### src/rtl/arc4_sched.sv
// ARC4 top-level sequencer: runs init -> ksa -> prga and muxes the shared S-memory port.
// Optional feature macro: ARC4_SCHED_PRGA_EN (defined = run the prga phase after ksa).
module arc4_sched (
    input  logic       clk,
    input  logic       rst_n,
    input  logic       en,
    output logic       rdy,
    output logic [1:0] phase,
    output logic       init_en,
    input  logic       init_rdy,
    input  logic [7:0] init_addr,
    input  logic [7:0] init_wrdata,
    input  logic       init_wren,
    output logic       ksa_en,
    input  logic       ksa_rdy,
    input  logic [7:0] ksa_addr,
    input  logic [7:0] ksa_wrdata,
    input  logic       ksa_wren,
    output logic       prga_en,
    input  logic       prga_rdy,
    input  logic [7:0] prga_addr,
    input  logic [7:0] prga_wrdata,
    input  logic       prga_wren,
    output logic [7:0] s_addr,
    output logic [7:0] s_wrdata,
    output logic       s_wren,
    input  logic [7:0] s_rddata
);

    typedef enum logic [2:0] {
        IDLE,
        INIT_GO,
        INIT_RUN,
        KSA_GO,
        KSA_RUN,
        PRGA_GO,
        PRGA_RUN
    } state_t;

    state_t state_q, state_d;

    // Read data goes straight to the sub-blocks; without prga its request port is ignored.
    logic unused_inputs;
`ifdef ARC4_SCHED_PRGA_EN
    assign unused_inputs = ^s_rddata;
`else
    assign unused_inputs = ^{s_rddata, prga_rdy, prga_addr, prga_wrdata, prga_wren};
`endif

    always_ff @(posedge clk or negedge rst_n) begin
        if (!rst_n) begin
            state_q <= IDLE;
        end else begin
            state_q <= state_d;
        end
    end

    always_comb begin
        state_d  = state_q;
        rdy      = 1'b0;
        phase    = 2'd0;
        init_en  = 1'b0;
        ksa_en   = 1'b0;
        prga_en  = 1'b0;
        s_addr   = 8'd0;
        s_wrdata = 8'd0;
        s_wren   = 1'b0;
        case (state_q)
            IDLE: begin
                rdy = 1'b1;
                if (en) state_d = INIT_GO;
            end
            INIT_GO, INIT_RUN: begin
                phase    = 2'd1;
                init_en  = (state_q == INIT_GO);
                s_addr   = init_addr;
                s_wrdata = init_wrdata;
                s_wren   = init_wren;
                if (init_rdy) state_d = (state_q == INIT_GO) ? INIT_RUN : KSA_GO;
            end
            KSA_GO, KSA_RUN: begin
                phase    = 2'd2;
                ksa_en   = (state_q == KSA_GO);
                s_addr   = ksa_addr;
                s_wrdata = ksa_wrdata;
                s_wren   = ksa_wren;
                if (ksa_rdy) begin
`ifdef ARC4_SCHED_PRGA_EN
                    state_d = (state_q == KSA_GO) ? KSA_RUN : PRGA_GO;
`else
                    state_d = (state_q == KSA_GO) ? KSA_RUN : IDLE;
`endif
                end
            end
`ifdef ARC4_SCHED_PRGA_EN
            PRGA_GO, PRGA_RUN: begin
                phase    = 2'd3;
                prga_en  = (state_q == PRGA_GO);
                s_addr   = prga_addr;
                s_wrdata = prga_wrdata;
                s_wren   = prga_wren;
                if (prga_rdy) state_d = (state_q == PRGA_GO) ? PRGA_RUN : IDLE;
            end
`endif
            default: begin
                state_d = IDLE;
            end
        endcase
    end

endmodule

### config.mk
export PLATFORM = sky130hd
export DESIGN_NAME = arc4_sched
export DESIGN_NICKNAME = d
export VERILOG_FILES = /design/src/rtl/arc4_sched.sv
export SDC_FILE = /design/constraint.sdc
export NUM_CORES = 1
export LEC_CHECK = 0
export ABC_AREA = 0
export CAP_MARGIN = 20
export CORE_ASPECT_RATIO = 1.2
export CORE_MARGIN = 2
export CORE_UTILIZATION = 28
export DETAILED_ROUTE_END_ITERATION = 8
export PLACE_DENSITY = 0.85
export SLEW_MARGIN = 20
export SYNTH_ARGS = -nofsm -noshare
export SYNTH_HDL_FRONTEND = slang
export SYNTH_SLANG_ARGS = --single-unit
### constraint.sdc
create_clock -name clk -period 2.6 [get_ports clk]
set_clock_uncertainty 0.2 [all_clocks]
set_input_delay 0.52 -clock clk [delete_from_list [all_inputs] [get_ports clk]]
set_output_delay 0.52 -clock clk [all_outputs]
set_load 0.01 [all_outputs]
## Word level (Yosys, flattened, before mapping)

Cells that the tools add are included.

| storage, ports and cells | value |
|---|---|
| bits in registers | 3 |
| output and inout port bits | 23 |

| cells by class | value |
|---|---|
| eq/ne operators | 7 |
| multiplexer cells | 13 |
| reduce and logical (&&, ||, !) cells | 4 |

Operator list:

| cell | count |
|---|---|
| 8-bit one-hot mux with 2 select lines | 2 |
| 3-bit 2-to-1 mux | 4 |
| 3-bit one-hot mux with 3 select lines | 1 |
| 3-bit by 2-bit equality test with 1-bit output (second input constant) | 2 |
| 2-bit inequality test (second input constant) | 3 |
| 1-bit 2-to-1 mux | 4 |
| 2-bit one-hot mux with 2 select lines | 1 |
| 2-bit OR reduction | 2 |
| 3-bit by 1-bit equality test with 1-bit output (second input constant) | 1 |
| 3-bit equality test (second input constant) | 1 |
| 3-bit logical NOT | 1 |
| 3-bit AND reduction | 1 |
| 1-bit one-hot mux with 2 select lines | 1 |

## Logic depth before layout (Yosys ltp)

Gate-level depths: netlist of run 1.

| logic depth | value |
|---|---|
| word-level depth | 4 |
| depth in mapped cells | 5 |
| gate-level depth less buffers | 3 |

## Worst setup path before layout of run 1

Ideal clock, no wire load.

| path | value |
|---|---|
| path kind | reg2out |
| from | register state_q[1] |
| to | output s_addr[0] |
| arrival time | 1,184 ps |
| data required time | 1,880 ps |
| setup slack | 696 ps |
| stages on the path, launching flop included | 6 |
| buffers on the path | 2 |
| path through | dfrtp_1 buf_6 nor3b_4 buf_6 a32oi_1 o21ai_1 |

| on the way | value |
|---|---|
| longest elaborated chain between the ends | 3 |
| elaborated cells on any way between the ends | 7 |
| those cells by class | 4 x eq/ne; 1 x mux; 2 x reduce/logical |

RTL lines:

| item | line | RTL |
|---|---|---|
| start, declared | 40 | `state_t state_q, state_d;` |
| start signal, assigned | 54 | `state_q <= state_d;` |
| 3-bit by 2-bit equality test with 1-bit output (tied with other cells) | 68 | `case (state_q)` |
| 2-bit OR reduction | 68 |  |
| 8-bit one-hot mux with 2 select lines * | 68 |  |
| end, declared | 24 | `output logic [7:0] s_addr,` |

Every way passes the cells marked *; elsewhere a longest branch is shown, timed or not.

## Worst setup path in the final report of run 1

| path | value |
|---|---|
| from | register state_q[0] |
| to | output s_wrdata[7] |

| on the way | value |
|---|---|
| longest elaborated chain between the ends | 3 |
| elaborated cells on any way between the ends | 7 |
| those cells by class | 4 x eq/ne; 1 x mux; 2 x reduce/logical |

RTL lines:

| item | line | RTL |
|---|---|---|
| 3-bit by 2-bit equality test with 1-bit output (tied with other cells) | 68 |  |
| 2-bit OR reduction | 68 |  |
| 8-bit one-hot mux with 2 select lines * | 68 |  |
| end, declared | 25 | `output logic [7:0] s_wrdata,` |

Marked as above.

==> results of run 1 <==
[power by group]
part | internal [W] | switching, W
logic | 0.000717 | 0.000585
clock network | 0.0000579 | 0.0000301
registers | 0.0000720 | 0.0000524
total | 0.000847 | 0.000667
[stage by stage]
step / setup TNS [ns] / utilization (%) / cell area (um^2) / total power (W)
after floorplan: 0 / - / 714 / 0.000826
after global placement: 0 / 52.9 / 1310 / 0.00133
after detailed placement: 0 / 52.9 / 1310 / 0.00135
after CTS: 0 / 55.6 / 1380 / 0.00152
after global routing: -0.610 / 56.4 / 1400 / 0.00161
final: 0 / 56.4 / 1400 / 0.00151
[cell usage in the layout, fill, tap and decap left out, types with 2 or more instances in the layout]
master / n
inv_1: 2
a32oi_1: 17
clkdlybuf4s50_1: 55
clkbuf_4: 3
o21ai_1: 19
nand2b_1: 2
buf_4: 12
dfrtp_2: 3
dlymetal6s2s_1: 5
mux2i_1: 18
nor2b_1: 2
[final timing paths]
kind / to / from / cells past startpoint
min in group clk: state_q[1] / state_q[2] / 1
hold reg to reg: state_q[1] / state_q[2] / 1
setup / recovery: s_wrdata[7] / state_q[0] / 5
setup reg to reg: state_q[2] / state_q[0] / 4
max in group asynchronous: state_q[0] / rst_n / 1
hold / removal: state_q[2] / rst_n / 1
[kinds of logic (layout without fill, tap and decap cells)]
group | count (synthesis) | count (layout)
buffers and inverters | 14 | 78
xor gates and xnor gates | 1 | 1
AOI/OAI and AO/OA | 38 | 38
and+or+nand+nor | 10 | 10
muxes | 19 | 19
other | 1 | 1
DFF | 3 | 3
[cells in the mapped netlist, drive strengths merged]
master and count:
nand2b 2, nor2b 2, nor2 2, a21oi 1, dfrtp 3, mux2 1, inv 2, buf 12
mux2i 18, nand3b 1, a311oi 1, o21ai 19, xnor2 1, a32oi 17, nor3 1, conb 1
nor3b 2
[critical path: cells and delay by family, from the launching register on]
kind / cells / cell delay, ns
compound gates: 2 / 0.17
flops: 1 / 0.47
simple gates: 1 / 0.21
buf+inv: 2 / 0.74
[repair_timing]
action / CTS / global route
gates resized for setup: 2 / 5
endpoints found under the setup margin: 17 / 18
setup buffers: 5 / 1
pin swaps: 1 / 0
[area by class of cell]
type,count,area (um^2)
inverters,2,7.51
well taps,33,41.3
clock buffers,4,26.3
multi-input cells,69,541
repair buffers,72,703
fillers,216,1080
flip-flops and latches,3,78.8
[routing by layer]
layer  track usage (%)  vias up
li1                  -      469
met1              18.4      452
met2              33.3       41
met3              3.79        2
met4              4.76        0
met5                 0        -
==> flow_metrics.py, run 1 <==
metrics = {
    "logic_synthesis": {
        "synth_seq_area_share_pct": 10.5,
        "synth_top_family_by_area": "compound AO/OA/AOI/OAI gates",
        "yosys.area_share.simple_pct": 11.0,
        "synth.ff_latch_count": 3,
        "muxShareOfSynthArea_pct": 26.8,
        "yosysTopAreaCellShare_pct": 25.2,
        "syn_area_um2": 714,
        "synth_nets": 151,
        "synth_xor_area_share_pct": 1.23,
        "yosys_warnings": 0,
        "synth_compound_area_share_pct": 36.1,
        "syn_area_per_cell_um2": 8.31,
        "synth_adder_area_share_pct": 0,
        "synth_area_leaders": "mux2i_1 25%, a32oi_1 21%, o21ai_1 13%",
        "ys_types": 21,
        "syn_inst": 86,
        "synth_top_area_cell": "mux2i_1",
    },
    "final_layout": {
        "n_antenna_cell": 0,
        "largest_reg_flops": 3,
        "final_cells": 183,
        "nets": 216,
        "area_growth_pct": 95.6,
        "regMostFlops": "state_q",
        "top_regs": "state_q (3)",
        "drive_gt1_share_pct": 14.0,
    },
    "die": {
        "rows": 20,
        "start_util_pct": 28.8,
        "dieArea_um2": 2970,
        "ioPinCount": 88,
        "dieHeight_um": 59.3,
        "core_um2": 2480,
        "die_w_um": 50.1,
    },
    "drt": {
        "vias": 964,
        "dr_wl_met3_um": 156,
        "first_pass_iters": 4,
        "wl_met1_um": 1040,
        "detail_route.vias_per_cell": 5.27,
        "drt-total-wl_um": 2690,
        "dr_wl_met2_um": 1480,
        "routed.top_layer": "met4",
        "drc_errors": 0,
        "ant_nets": 0,
        "drtIter0Drc": 36,
        "wl_per_cell_um": 14.7,
    },
    "sta": {
        "finalCritPeriodShare_pct": 98.3,
        "finalHoldViolations": 0,
        "setup_viol": 0,
        "rsz0062_at_grt": "true",
        "fmax_mhz": 391,
        "fin_hold_ws_ns": 0.259,
        "slew_viol_final": 0,
        "period_needed_ns": 2.56,
        "fin_ws_ns": 0.0434,
    },
    "power": {
        "power.density_nw_per_um2": 1080,
        "leakagePower_nw": 0.589,
        "ir_drop_uv": 649,
    },
    "clock_network": {
        "worstSkewPairLatency_ns": 0.25,
        "ctsHtreeMaxLevel": 1,
        "cts_buffer_depth": 2,
        "hold_buffers": 0,
        "cts-root-buf": "clkbuf_4",
        "cts_buffers": 3,
        "path_clk_slew_ns": 0.04,
        "cts_tree": "built",
        "cts.sinks": 3,
    },
    "worst_setup_path": {
        "cp_slowest_stage_delay_ns": 0.55,
        "crit_arrival_ns": 1.84,
        "setup.worst_path.start_class": "flop",
        "crit_path_end_kind": "primary output",
        "regToRegSetupSlack_ns": 1.10,
        "cp_cell_sequence": "nor3b_4 > buf_4 > a32oi_1 > o21ai_1 > clkdlybuf4s50_1",
        "critPathRequiredTime_ns": 1.88,
        "crit_type": "reg2out",
        "slowest_stage": "clkdlybuf4s50_1",
        "critical_path.max_fanout": 10,
    },
    "placement": {
        "placedCellCount": 173,
        "pre_cts_slack_ns": 0.107,
        "finalWeightedCongestion": 0.648,
        "dp_hpwl_um": 1920,
        "io_buffers": 60,
    },
    "grt": {
        "grt_pass1_vias": 917,
        "grt_antenna_before_repair": 0,
        "overflow": 0,
        "grt_pass1_wl_um": 3970,
        "globalRouteTotalUtil_pct": 17.2,
        "grt_max_degree": 21,
    },
    "worst_hold_path": {
        "hp-class": "in2async",
    },
    "run_status": {
        "status": "complete, no violations",
    },
    "job": {
        "cap_violations": 0,
    },
}
No activity file was read; power rests on OpenSTA's default activity.
==> run 2, diff against run 1 <==
--- a/config.mk
+++ b/config.mk
@@ -11,6 +11,7 @@
 export CORE_MARGIN = 2
 export CORE_UTILIZATION = 28
 export DETAILED_ROUTE_END_ITERATION = 8
+export MAX_ROUTING_LAYER = met4
 export PLACE_DENSITY = 0.85
 export SLEW_MARGIN = 20
 export SYNTH_ARGS = -nofsm -noshare
==> flow_metrics.py, run 2 (synthesis gave the netlist of run 1 again) <==
metrics = {
    "final_layout": {
        "drive_gt1_share_pct": 16.8,
        "area_growth_pct": 106,
        "most-common-layout-cells": "44 x clkdlybuf4s50_1, 19 x o21ai_1, 18 x mux2i_1",
        "regMostFlops": "state_q",
        "top_regs": "state_q (3)",
        "n_antenna_cell": 0,
        "final_cells": 188,
        "utilization_pct": 59.3,
        "final_common_cell": "clkdlybuf4s50_1",
        "nets": 221,
        "largest_reg_flops": 3,
    },
    "worst_setup_path": {
        "crit_type": "reg2out",
        "crit_arrival_ns": 1.80,
        "cp_cell_sequence": "nor3b_4 > buf_6 > a32oi_1 > o21ai_1 > clkdlybuf4s50_1",
        "setup.worst_path.start_class": "flop",
        "crit_family": "buffers and inverters",
        "reg2reg_from": "state_q[1]",
        "critPathRequiredTime_ns": 1.88,
        "crit_start": "state_q[0]",
        "slowest_stage": "clkdlybuf4s50_1",
        "critical_path_buf_inv_count": 2,
        "cp_slowest_stage_delay_ns": 0.55,
        "critical_path.max_fanout": 8,
        "crit_path_end_kind": "primary output",
    },
    "placement": {
        "placedCellCount": 173,
        "dp_hpwl_um": 1920,
        "io_buffers": 60,
        "finalWeightedCongestion": 0.653,
    },
    "power": {
        "ir_drop_uv": 638,
        "power.density_nw_per_um2": 1040,
        "leakagePower_nw": 0.761,
    },
    "drt": {
        "drt-total-wl_um": 2870,
        "wl_per_cell_um": 15.2,
        "first_pass_iters": 4,
        "drtIter0Drc": 21,
        "detail_route.vias_per_cell": 5.36,
        "vias": 1007,
        "drc_errors": 0,
        "ant_nets": 0,
    },
    "clock_network": {
        "worstSkewPairLatency_ns": 0.24,
        "cts_tree": "built",
        "path_clk_slew_ns": 0.04,
        "cts_buffer_depth": 2,
        "cts_buffers": 3,
        "cts.sinks": 3,
        "cts-root-buf": "clkbuf_4",
        "ctsHtreeMaxLevel": 1,
    },
    "job": {
        "cap_violations": 0,
    },
    "worst_hold_path": {
        "hp-class": "in2async",
    },
    "sta": {
        "finalHoldViolations": 0,
        "period_needed_ns": 2.52,
        "slew_viol_final": 0,
        "finalCritPeriodShare_pct": 97.1,
        "fmax_mhz": 396,
        "setup_viol": 0,
    },
    "grt": {
        "grt_pass1_wl_um": 3970,
        "grt_max_degree": 21,
        "overflow": 0,
        "globalRouteTotalUtil_pct": 17.7,
        "grt_antenna_before_repair": 0,
        "grt_pass1_vias": 917,
    },
    "die": {
        "start_util_pct": 28.8,
        "core_um2": 2480,
        "die_w_um": 50.1,
        "dieHeight_um": 59.3,
        "dieArea_um2": 2970,
        "rows": 20,
        "ioPinCount": 88,
    },
    "run_status": {
        "status": "complete, no violations",
    },
}
## run 2: layout make-up
| type | count | area, um^2 |
|---|---|---|
| clock buffer | 4 | 26.3 |
| fill | 215 | 1010 |
| inverter | 2 | 7.51 |
| multi-input combinational | 69 | 541 |
| sequential | 3 | 78.8 |
| tap | 33 | 41.3 |
| timing repair buffer | 77 | 776 |
## run 2: final timing paths
path,endpoint,slack [ns],cells past startpoint
max,s_addr[6],0.08,5
min,state_q[2],0.26,1
max reg2reg,state_q[2],1.12,5
min reg2reg,state_q[1],0.35,1
max in group asynchronous,state_q[0],1.77,1
min in group clk,state_q[1],0.35,1
## run 2: what timing repair did
action,in CTS,in global routing
pin swaps,1,1
buffers inserted,5,6
hold buffers,0,0
setup endpoints to repair,17,18
gates resized for setup,2,18
## run 2: per-layer routing
metal	vias to the layer above	GRT usage (%)	part of all wire, %
li1	480	-	-
met1	472	19.0	38
met2	47	33.3	54
met3	8	2.78	5.8
met4	0	4.76	1.9
met5	-	-	0
## run 2: where the power goes
part	internal [W]	leakage (nW)	total, W	switching, W
logic	0.000721	0.712	0.00132	0.000602
registers	0.0000720	0.0339	0.000117	0.0000452
clock network	0.0000578	0.0150	0.0000875	0.0000296
## run 2: metrics by stage
stage / hold WS, ns / instance area [um^2] / TNS [ns] / power [W] / setup WS [ns]
after global routing: 0.266 / 1470 / -0.00224 / 0.00163 / -0.00224
after global placement: 0.402 / 1310 / 0 / 0.00133 / 0.126
after CTS: 0.260 / 1380 / 0 / 0.00152 / 0.0283
after detailed placement: 0.419 / 1310 / 0 / 0.00135 / 0.107
final: 0.259 / 1470 / 0 / 0.00153 / 0.0756
after floorplan: 0.0244 / 714 / 0 / 0.000826 / 0.696
## run 2: worst reg2reg max path, stage by stage (launching register included)
cell	delay [ns]
dfrtp_2	0.45
buf_4	0.16
buf_4	0.14
nand3b_1	0.11
inv_1	0.06
mux2_2	0.26
==> run 3, diff against run 2 <==
--- a/config.mk
+++ b/config.mk
@@ -9,10 +9,10 @@
 export CAP_MARGIN = 20
 export CORE_ASPECT_RATIO = 1.2
 export CORE_MARGIN = 2
-export CORE_UTILIZATION = 28
+export CORE_UTILIZATION = 24
 export DETAILED_ROUTE_END_ITERATION = 8
 export MAX_ROUTING_LAYER = met4
-export PLACE_DENSITY = 0.85
+export PLACE_DENSITY = 0.77
 export SLEW_MARGIN = 20
 export SYNTH_ARGS = -nofsm -noshare
 export SYNTH_HDL_FRONTEND = slang
==> constraint.sdc (replaced) <==
create_clock -name clk -period 2.2 [get_ports clk]
set_clock_uncertainty 0.2 [all_clocks]
set_input_delay 0.44 -clock clk [delete_from_list [all_inputs] [get_ports clk]]
set_output_delay 0.44 -clock clk [all_outputs]
set_load 0.01 [all_outputs]
==> flow_metrics.py, run 3 (synthesis gave the netlist of run 1 again) <==
metrics = {
    "run_status": {
        "status": "complete, no violations",
    },
    "worst_setup_path": {
        "regToRegEndpoint": "state_q[2]",
        "crit_type": "reg2out",
        "critical_path.max_fanout": 10,
        "reg2reg_from": "state_q[0]",
        "crit_arrival_ns": 1.55,
        "cp_cell_sequence": "buf_4 > nand2b_1 > buf_4 > o21ai_1 > dlygate4sd2_1",
        "critPathRequiredTime_ns": 1.56,
        "crit_path_end_kind": "primary output",
        "crit_top_cell": "buf_4",
        "regToRegSetupSlack_ns": 0.75,
        "cp_slowest_stage_delay_ns": 0.42,
        "slowest_stage": "dfrtp_2",
        "reg2reg_depth": 4,
        "setup.worst_path.start_class": "flop",
    },
    "drt": {
        "drt-total-wl_um": 2620,
        "drtIter0Drc": 12,
        "wl_per_cell_um": 14.0,
        "vias": 985,
        "ant_nets": 0,
        "drc_errors": 0,
        "first_pass_iters": 2,
        "detail_route.vias_per_cell": 5.27,
    },
    "power": {
        "pwr-share-seq_pct": 7.3,
        "p_clk_share_pct": 5.6,
        "ir_drop_uv": 625,
        "leakagePower_nw": 0.704,
        "power.density_nw_per_um2": 1230,
        "p_total_w": 0.00180,
        "p_sw_w": 0.000790,
        "p_sw_share_pct": 44.0,
        "comb_power_share_pct": 87.0,
        "p_int_w": 0.00101,
    },
    "placement": {
        "placedCellCount": 177,
        "finalWeightedCongestion": 0.689,
        "io_buffers": 60,
        "dp_hpwl_um": 1850,
    },
    "clock_network": {
        "cts_buffer_depth": 2,
        "cts.sinks": 3,
        "cts_tree": "built",
        "worstSkewPairLatency_ns": 0.24,
        "path_clk_slew_ns": 0.04,
        "cts_buffers": 3,
        "cts-root-buf": "clkbuf_4",
        "ctsHtreeMaxLevel": 1,
    },
    "sta": {
        "rsz0062_at_grt": "true",
        "period_needed_ns": 2.19,
        "finalCritPeriodShare_pct": 99.7,
        "slew_viol_final": 0,
        "setup_viol": 0,
        "finalHoldViolations": 0,
        "fmax_mhz": 456,
    },
    "die": {
        "rows": 21,
        "ioPinCount": 88,
        "dieHeight_um": 63.8,
        "start_util_pct": 25.4,
        "core_um2": 2810,
        "dieArea_um2": 3430,
        "die_w_um": 53.8,
    },
    "final_layout": {
        "top_regs": "state_q (3)",
        "most-common-layout-cells": "38 x clkdlybuf4s50_1, 18 x mux2i_1, 18 x o21ai_1",
        "drive_gt1_share_pct": 22.9,
        "largest_reg_flops": 3,
        "nFillCells": 262,
        "n_antenna_cell": 0,
        "area_growth_pct": 104,
        "regMostFlops": "state_q",
        "multiInputGateArea_um2": 552,
        "ff_latch_area_um2": 78.8,
        "final_common_cell": "clkdlybuf4s50_1",
        "nets": 219,
        "final_cells": 187,
    },
    "grt": {
        "grt_max_degree": 22,
        "overflow": 0,
        "grt_pass1_wl_um": 4090,
        "grt_antenna_before_repair": 0,
        "grt_pass1_vias": 992,
        "globalRouteTotalUtil_pct": 16.4,
    },
    "job": {
        "cap_violations": 0,
    },
    "worst_hold_path": {
        "hp-class": "in2async",
    },
}
==> run 3: cell count changes in the layout (fill, tap and decap cells not counted), sizes merged <==
cell	before	now
dlygate4sd2	0	5
buf	17	16
bufbuf	0	2
dlymetal6s2s	16	8
clkdlybuf4s50	44	38
clkbuf	4	10
==> run 3: worst max-delay path by stage <==
stage                        to          from  cells past startpoint
floorplan             s_addr[0]    state_q[1]                      5
global placement      s_addr[3]   ksa_addr[3]                      4
detailed placement    s_addr[0]  init_addr[0]                      4
CTS                   s_addr[6]    state_q[1]                      5
global route        s_wrdata[5]    state_q[2]                      5
finish              s_wrdata[5]    state_q[2]                      5
==> run 3: what timing repair did <==
action                     in CTS  in global routing
resized for setup              15                 32
cloned                          2                  0
pin swaps                       0                  1
buffers inserted                0                  4
hold buffers                    0                  0
setup endpoints to repair      22                 18
==> run 3: cell type report <==
type / instances / share of cell area, %
timing repair buffer: 75 / 51.5
sequential: 3 / 5.40
multi-input combinational: 69 / 37.8
clock buffer: 4 / 1.80
inverter: 2 / 0.515
tap: 34 / 2.92
==> run 3: per-layer routing <==
layer	vias to the layer above	global-route usage [%]	share of wire [%]
li1	479	-	-
met1	456	17.3	38
met2	46	28.7	53
met3	4	2.10	7.3
met4	0	8.33	1.7
met5	-	-	0
==> run 3: per-stage QoR <==
| step | util, % | hold WS [ns] | area (um^2) | setup WS [ns] | setup TNS (ns) |
|---|---|---|---|---|---|
| finish | 51.9 | 0.180 | 1460 | 0.00760 | 0 |
| global route | 51.9 | 0.194 | 1460 | -0.0810 | -0.0810 |
| CTS | 50.8 | 0.179 | 1430 | -0.267 | -2.48 |
| detailed placement | 47.9 | 0.435 | 1350 | -0.157 | -1.93 |
| global placement | 47.9 | 0.433 | 1350 | -0.110 | -1.55 |
| floorplan | - | -0.0556 | 714 | 0.376 | 0 |
==> run 3: power groups by stage <==
| stage | clock network [W] | logic, W | registers (W) |
|---|---|---|---|
| floorplan | 0 | 0.000888 | 0.0000874 |
| global placement | 0 | 0.00151 | 0.000129 |
| detailed placement | 0 | 0.00154 | 0.000130 |
| CTS | 0.000105 | 0.00160 | 0.000137 |
| global route | 0.000108 | 0.00168 | 0.000137 |
| finish | 0.000101 | 0.00156 | 0.000132 |
==> run 3: critical path: cells and delay by family (launching register included) <==
family / cells / cell delay (ns)
buffers and inverters: 3 / 0.61
DFF: 1 / 0.42
AOI/OAI and AO/OA: 1 / 0.12
and+or+nand+nor: 1 / 0.14
==> edit: new RTL, settings of run 1 <==
Build with the macro `ARC4_SCHED_PRGA_EN` defined.
--- a/src/rtl/arc4_sched.sv
+++ b/src/rtl/arc4_sched.sv
@@ -2,2 +2,4 @@
 // Optional feature macro: ARC4_SCHED_PRGA_EN (defined = run the prga phase after ksa).
+`define ARC4_SCHED_PRGA_EN
+
 module arc4_sched (
Function: changed (a bounded check fails within 10 cycles, from zero or initial values and one cycle with rst_n low).
==> edit against run 1 <==
- wire length rose by 1.7%
- worst setup slack improved by 0.12 ns
- synthesized area fell by 13%
- sequential cell count stayed put
- cell area rose by 7.3%
- total power is 0.14% lower
- first-iteration DRC count fell by 83%
- worst hold slack better by 0.016 ns
- critical path type unchanged
- critical endpoint is now s_wren
==> edit: results (changes against run 1) <==
Status: completed
Via/cell ratio: 4.95 (-6.0%)
Pint: 0.000846 W (about the same)
Ranking of synthesized cells by area: mux2i_1 (29%), o2bb2ai_1 (24%), dfrtp_1 (12%)
RD Place Congestion: 0.753 (+16%)
First-pass iteration count of the detailed router: 4 (unchanged)
Worst-case clock buffer depth: 2 (unchanged)
Syn. warnings: 0 (unchanged)
Tcrit/Tclk final: 93.8% (-4.6 points)
Vias in the first global route: 836 (-8.8%)
R2R Path End: state_q[0]
Worst skew pair latency: 0.24 ns
R2R Setup Slk: 1.12 ns (+0.02 ns)
Cells on worst reg2reg path: 4 (unchanged)
Synthesized Nets: 136 (-9.9%)
H-tree Lvls: 1 (unchanged)
CTS Root Cell: clkbuf_4
Worst setup endpoint: s_wren
Final net count: 216 (unchanged)
Hold Crit Class: primary input to asynchronous set/reset pin
Clk power: 0.0000831 W (-5.5%)
Global-route wire length before repair: 3940 µm (-0.88%)
Initial antenna violation count: 0 (unchanged)
Comb. pwr: 0.00131 W
Sequential fraction of the synthesis area: 12.0% (+1.5 points)
Static Leak: 0.662 nW (+12%)
Top FF cell, synth: dfrtp_1
WL per Instance: 15.2 µm (+3.4%)
Post-CTS Setup Repair Bufs: 0 (-5)
Starting DRT DRC Count: 6 (-83%)
Ant. Diodes: 0 (unchanged)
Peak supply drop: 0.000733 V (+13%)
Biggest regs: state_q x3
Worst hold slack: 0.275 ns (+0.0159 ns)
Top cells by count, synth: mux2i_1 (18), o2bb2ai_1 (17), o21ai_0 (4)
Slew @ Worst Pin: 0.487 ns
Setup WS pre-CTS: 0.0577 ns (-0.0495 ns)
Crit. Startpoint: state_q[1]
Gr usage total: 20.8% (+3.6 points)
Cts repair resizes: 13 (+11)
Async SR Flop Fraction: 100% (unchanged)
Pin count of the biggest net entering global routing: 31 (+48%)
Layout cells sized above 1: 8.67% (-5.3 points)
Port Buffers: 79 (+32%)
Placed inst area: 0.00145 mm² (+11%)
TritonCTS buffer count: 3 (unchanged)
Worst path arrival time: 1.72 ns (-0.12 ns)
CP Max Fanout: 17 (+7)
Worst-path clk slew: 0.04 ns (about the same)
Post-detail-place hpwl: 2270 µm (+18%)
Unique cell type count in the Yosys netlist: 22 (+4.8%)
[edit: changes by cell type after synthesis, sizes merged, moves of 2 or more]
cell,run 1,this run
a22o,0,2
nor2b,2,0
buf,12,7
a32oi,17,0
and3b,0,2
o21ai,19,4
nand2,0,3
o2bb2ai,0,17
nand2b,2,0
[edit: cell type report]
| class | instances | area (µm²) |
|---|---|---|
| multi-input cells | 59 | 504 |
| inverters | 1 | 3.75 |
| repair buffers | 83 | 851 |
| well taps | 30 | 37.5 |
| flip-flops and latches | 3 | 77.6 |
| fillers | 171 | 594 |
| clock buffers | 4 | 26.3 |
[edit: critical path, stage by stage (launching register included)]
cell	delay (ns)
dfrtp_2	0.45
and3b_2	0.26
a21o_1	0.18
buf_12	0.15
o2bb2ai_1	0.12
dlygate4sd2_1	0.31
[edit: cell families (layout without fill, tap and decap cells)]
family	after synthesis	count (layout)	share of synthesized area [%]
AO/OA/AOI/OAI	26	26	32.7
XOR/XNOR	2	2	4.01
buffers and inverters	9	88	9.62
flip-flops	3	3	12.0
multiplexers	19	19	30.7
AND/OR/NAND/NOR	12	12	11.0
[edit: through the flow]
step | total power [W] | std cells | util [%]
final | 0.00151 | 180 | 71.6
after global routing | 0.00162 | 180 | 71.6
after CTS | 0.00154 | 180 | 70.6
after detailed placement | 0.00152 | 176 | 69.3
after global placement | 0.00148 | 176 | 69.3
after floorplan | 0.000804 | 71 | -
[edit: per-layer routing]
| layer | part of all wire (%) | wire [µm] | GRT usage (%) |
|---|---|---|---|
| met5 | 0 | 0 | 0 |
| met4 | 1.9 | 53 | 8.33 |
| met3 | 12 | 322 | 7.14 |
| met2 | 53 | 1460 | 38.7 |
| met1 | 33 | 899 | 18.7 |
